`src/rtl/sram_wb_arbiter_pkg.sv`:
```
// Shared types for the SRAM Wishbone arbiter: FSM state encoding and the default byte-lane offset.
package sram_wb_arbiter_pkg;

    typedef enum logic [1:0] {
        ST_IDLE  = 2'd0,
        ST_ISSUE = 2'd1,
        ST_WAIT  = 2'd2,
        ST_ACK   = 2'd3
    } arb_state_t;

    localparam int ADDR_LSB_DEFAULT = 2;

endpackage

```
`src/rtl/sram_rr_arbiter.sv`:
```
// Two-way round-robin arbiter: combinational grant index, registered last_grant updated on accept.
module sram_rr_arbiter (
    input  logic       clk,
    input  logic       rst_n,
    input  logic [1:0] req,
    input  logic       update,
    output logic       gnt
);

    logic last_grant;

    // On contention the master that did not win last time is served.
    always_comb begin
        gnt = 1'b0;
        case (req)
            2'b01:   gnt = 1'b0;
            2'b10:   gnt = 1'b1;
            2'b11:   gnt = ~last_grant;
            default: gnt = 1'b0;
        endcase
    end

    always_ff @(posedge clk or negedge rst_n) begin
        if (!rst_n) begin
            last_grant <= 1'b1;
        end else if (update) begin
            last_grant <= gnt;
        end
    end

endmodule

```
`src/rtl/sram_wb_arbiter.sv`:
```
// Sequences two Wishbone classic masters onto SRAM port 0 (IDLE->ISSUE->WAIT->ACK), one access at a time.
// Optional SRAM_ARB_ERR_EN: misaligned requests skip the SRAM and return m*_err instead of m*_ack.
module sram_wb_arbiter
    import sram_wb_arbiter_pkg::*;
#(
    parameter int AW       = 8,
    parameter int DW       = 32,
    parameter int ADDR_LSB = ADDR_LSB_DEFAULT
) (
    input  logic          clk,
    input  logic          rst_n,
    input  logic          m0_cyc,
    input  logic          m0_stb,
    input  logic          m0_we,
    input  logic [31:0]   m0_adr,
    input  logic [DW-1:0] m0_wdata,
    output logic [DW-1:0] m0_rdata,
    output logic          m0_ack,
`ifdef SRAM_ARB_ERR_EN
    output logic          m0_err,
`endif
    input  logic          m1_cyc,
    input  logic          m1_stb,
    input  logic          m1_we,
    input  logic [31:0]   m1_adr,
    input  logic [DW-1:0] m1_wdata,
    output logic [DW-1:0] m1_rdata,
    output logic          m1_ack,
`ifdef SRAM_ARB_ERR_EN
    output logic          m1_err,
`endif
    output logic          sram_csb0,
    output logic          sram_web0,
    output logic [AW-1:0] sram_addr0,
    output logic [DW-1:0] sram_din0,
    input  logic [DW-1:0] sram_dout0,
    output logic          busy
);

    arb_state_t    state, state_d;
    logic [1:0]    req;
    logic          gnt;
    logic          grant_q;
    logic          we_q;
    logic          err_q;
    logic          misaligned;
    logic [DW-1:0] rdata_q;
    logic [31:0]   sel_adr;
    logic          sel_we;
    logic [DW-1:0] sel_wdata;
    logic          accept;

    assign req       = {m1_cyc & m1_stb, m0_cyc & m0_stb};
    assign accept    = (state == ST_IDLE) && (|req);
    assign sel_adr   = gnt ? m1_adr   : m0_adr;
    assign sel_we    = gnt ? m1_we    : m0_we;
    assign sel_wdata = gnt ? m1_wdata : m0_wdata;

`ifdef SRAM_ARB_ERR_EN
    assign misaligned = |sel_adr[ADDR_LSB-1:0];
`else
    assign misaligned = 1'b0;
`endif

    // Bits outside the word index are intentionally ignored.
    logic unused_adr_bits;
    assign unused_adr_bits = &{1'b0, sel_adr[31:ADDR_LSB+AW], sel_adr[ADDR_LSB-1:0]};

    sram_rr_arbiter u_rr (
        .clk    (clk),
        .rst_n  (rst_n),
        .req    (req),
        .update (accept),
        .gnt    (gnt)
    );

    always_ff @(posedge clk or negedge rst_n) begin
        if (!rst_n) begin
            state <= ST_IDLE;
        end else begin
            state <= state_d;
        end
    end

    always_comb begin
        state_d = state;
        m0_ack  = 1'b0;
        m1_ack  = 1'b0;
`ifdef SRAM_ARB_ERR_EN
        m0_err  = 1'b0;
        m1_err  = 1'b0;
`endif
        case (state)
            ST_IDLE:  if (|req) state_d = misaligned ? ST_ACK : ST_ISSUE;
            ST_ISSUE: state_d = ST_WAIT;
            ST_WAIT:  state_d = ST_ACK;
            ST_ACK: begin
                state_d = ST_IDLE;
                // A master that dropped cyc/stb mid-access gets no response.
                m0_ack  = ~err_q & ~grant_q & req[0];
                m1_ack  = ~err_q &  grant_q & req[1];
`ifdef SRAM_ARB_ERR_EN
                m0_err  =  err_q & ~grant_q & req[0];
                m1_err  =  err_q &  grant_q & req[1];
`endif
            end
            default:  state_d = ST_IDLE;
        endcase
    end

    // Capture on accept; SRAM strobes are registered so the macro sees clean levels.
    always_ff @(posedge clk or negedge rst_n) begin
        if (!rst_n) begin
            grant_q    <= 1'b0;
            we_q       <= 1'b0;
            err_q      <= 1'b0;
            sram_addr0 <= '0;
            sram_din0  <= '0;
            sram_csb0  <= 1'b1;
            sram_web0  <= 1'b1;
            rdata_q    <= '0;
        end else begin
            sram_csb0 <= 1'b1;
            sram_web0 <= 1'b1;
            if (accept) begin
                grant_q    <= gnt;
                we_q       <= sel_we;
                err_q      <= misaligned;
                sram_addr0 <= sel_adr[ADDR_LSB+AW-1:ADDR_LSB];
                sram_din0  <= sel_wdata;
            end
            if (state_d == ST_ISSUE) begin
                sram_csb0 <= 1'b0;
                sram_web0 <= ~sel_we;
            end
            if (state == ST_WAIT && !we_q) begin
                rdata_q <= sram_dout0;
            end
        end
    end

    assign m0_rdata = rdata_q;
    assign m1_rdata = rdata_q;
    assign busy     = (state != ST_IDLE);

endmodule

```
`config.mk`:
```
export PLATFORM = sky130hd
export DESIGN_NAME = sram_wb_arbiter
export DESIGN_NICKNAME = d
export VERILOG_FILES = /design/src/rtl/sram_wb_arbiter_pkg.sv /design/src/rtl/sram_rr_arbiter.sv /design/src/rtl/sram_wb_arbiter.sv
export SDC_FILE = /design/constraint.sdc
export NUM_CORES = 1
export LEC_CHECK = 0
export CAP_MARGIN = 10
export CORE_AREA = 2 2 107 109
export CTS_BUF_LIST = sky130_fd_sc_hd__clkbuf_8
export CTS_CLUSTER_SIZE = 16
export DETAILED_ROUTE_END_ITERATION = 10
export DIE_AREA = 0 0 109 111
export GPL_ROUTABILITY_DRIVEN = 0
export PLACE_DENSITY = 0.85
export SLEW_MARGIN = 20
export SYNTH_ARGS = -nofsm -noshare
export SYNTH_HDL_FRONTEND = slang
export SYNTH_SLANG_ARGS = --single-unit
```
`constraint.sdc`:
```
create_clock -name clk -period 3.73 [get_ports clk]
set_clock_uncertainty 0.15 [all_clocks]
set_input_delay 1.119 -clock clk [delete_from_list [all_inputs] [get_ports clk]]
set_output_delay 1.119 -clock clk [all_outputs]
set_load 0.01 [all_outputs]
```
==> results.json <==
{
  "outcome": "finished, final reports clean",
  "yosysTopAreaCell": "dfrtp_1",
  "core_area_mm2": 0.0111,
  "drtAntennaViolNets": 0,
  "dr.pass1.iters": 5,
  "finalHoldViolCount": 0,
  "io_pins": 277,
  "fp.dieH_um": 111,
  "grt_usage_pct": 19.1,
  "fmaxAchievable_mhz": 272,
  "slew_headroom_pct": 40.0,
  "fillerInstances": 928,
  "antenna_found_initial": 0,
  "drv_cap": 0,
  "synth-warning-count": 0,
  "cts.sinks": 79,
  "synth.area.top_cells": "dfrtp_1 49%, mux2_2 8.7%, nand4_1 6.4%",
  "timing.rr.end": "sram_din0[11]",
  "rsz0062_at_grt": "false",
  "wl_um": 11700,
  "syn-cell-area_mm2": 0.00390,
  "rows": 39,
  "drive_above_1_share_pct": 11.0,
  "drc": 0,
  "root_buffer": "clkbuf_8",
  "ys.flop_type": "dfrtp_1",
  "dp_hpwl_um": 8170,
  "yosys.area.top_type_share_pct": 48.7,
  "grt_pass1_wl_um": 18200,
  "r2r-start": "state[0]",
  "grt_max_degree": 80,
  "syn_area_per_cell_um2": 10.4,
  "clock_latency_ns": 0.33,
  "synth_seq_cells": 79,
  "cts_setup_buffers": 0,
  "worstHoldPathType": "reg2reg",
  "path_max_fanout": 4,
  "cts_buffer_depth": 2,
  "criticalPathCategory": "in2out",
  "worst_pin_slew_ns": 0.898,
  "cp-start-kind": "primary input",
  "vias_per_cell": 5.30,
  "powerDensity_mw_per_mm2": 764,
  "insertedDiodeCount": 0,
  "r2r_cells": 6,
  "endpoint_kind": "primary output",
  "drt_iter0_drc": 325,
  "cts_max_level": 3,
  "port_buffers": 228,
  "synth.net_count": 547,
  "mostFrequentLayoutCells": "226 x clkdlybuf4s50_1, 76 x dfrtp_1, 40 x nand4_1, 40 x a21oi_1, 39 x a31oi_1",
  "synth_seq_area_share_pct": 50.8,
  "path_clk_slew_ns": 0.07,
  "cts_buffers": 9,
  "critPathArrivalTime_ns": 2.41,
  "layout.nets": 721,
  "initial_core_util_pct": 35.2,
  "dieArea_mm2": 0.0121,
  "cts_tree": "yes",
  "grt_overflow": 0,
  "slew_violations": 0,
  "ys_types": 29,
  "grt_pass1_vias": 3677,
  "crit_start": "m0_cyc",
  "via_count": 3692,
  "area_growth_pct": 58.3,
  "ff2ff_setup_slack_ns": 1.54,
  "async_flop_share_pct": 100,
  "setup_viol_count_final": 0,
  "post_drt_wl_per_cell_um": 16.8,
  "fin_crit_ns": 3.67,
  "syn_inst": 375,
  "die_x_um": 109,
  "final_core_util_pct": 55.7,
  "synth_edf_count": 0,
  "worstHoldStart": "m0_rdata[5]",
  "timing.final.crit_share_pct": 98.5,
  "hold_depth": 1,
  "ir_drop_v": 0.000424,
  "setup_tns_ns": 0,
  "final_common_cell": "clkdlybuf4s50_1",
  "cp.required_ns": 2.46,
  "leakagePower_nw": 2.39,
  "whs_endpoint": "m0_rdata[5]"
}
## cell usage after synthesis, types with 5 or more instances
library cell  number
clkbuf_1          29
dfrtp_1           76
nand4_1           40
buf_6              6
mux2_2            30
o21ai_0           35
a21oi_1           40
o21ai_1            5
a31oi_1           39
buf_4             32
buf_2              6
## kinds of logic (layout without fill, tap and decap cells)
| logic type | count (synthesis) | count (layout) | share of synthesized area, % |
|---|---|---|---|
| compound gates | 128 | 128 | 18.5 |
| fa+ha+maj | 4 | 4 | 1.28 |
| buf+inv | 78 | 257 | 11.9 |
| flops | 79 | 79 | 50.8 |
| mux | 32 | 32 | 9.24 |
| simple gates | 54 | 54 | 8.24 |
## flip-flops by register name, summed over array words and instances (netlist names)
signal and cells:
m0_rdata 32, sram_din0 32, sram_addr0 8, state 2
grant_q 1, sram_csb0 1, sram_web0 1, u_rr.last_grant 1
we_q 1
## report_power, final
part | switching (W) | internal (W)
clock | 0.000309 | 0.000276
combinational | 0.00105 | 0.00149
sequential | 0.000287 | 0.00130
## per-layer routing
layer  wire length [um]  track usage (%)  up-vias
met5                  0                0        -
met2               5830             32.8      202
met3               1170             6.23       16
met1               4510             21.4     1763
met4                212             8.29        0
li1                   -                -     1711
## critical path, cell delays in order
cell             delay [ns]
clkdlybuf4s50_1        0.53
and4b_1                0.22
clkdlybuf4s50_1        0.53
## repair_timing
action | CTS | global route
hold buffers | 0 | 0
setup endpoints to repair | 0 | 1
resized for setup | 0 | 1
## stage by stage
stage / hold slack [ns] / total power [W] / worst slack (ns) / std cells / instance area (um2)
2_1_floorplan: 0.331 / 0.00288 / 0.694 / 375 / 3900
3_3_place_gp: 0.360 / 0.00409 / 0.0512 / 681 / 5980
3_5_place_dp: 0.371 / 0.00417 / 0.0590 / 681 / 5980
4_1_cts: 0.389 / 0.00478 / 0.0499 / 697 / 6170
5_1_grt: 0.403 / 0.00505 / 0.0191 / 697 / 6170
6_report: 0.382 / 0.00472 / 0.0556 / 697 / 6170
## cell type report
cell class | count | area, um2 | share of cell area, %
sequential | 79 | 1980 | 32.1
multi-input combinational | 218 | 1460 | 23.7
clock inverter | 5 | 32.5 | 0.527
tap | 143 | 179 | 2.90
clock buffer | 11 | 151 | 2.45
inverter | 4 | 15.0 | 0.243
timing repair buffer | 237 | 2350 | 38.1
## how the worst max path moves through the flow
stage / slack, ns / cells past startpoint / endpoint
floorplan: 0.69 / 4 / m1_ack
global placement: 0.05 / 4 / m1_ack
detailed placement: 0.06 / 4 / m1_ack
CTS: 0.05 / 4 / m1_ack
global route: 0.02 / 3 / m0_ack
finish: 0.06 / 3 / m0_ack
Note: power is estimated with default switching activity, not from simulation.
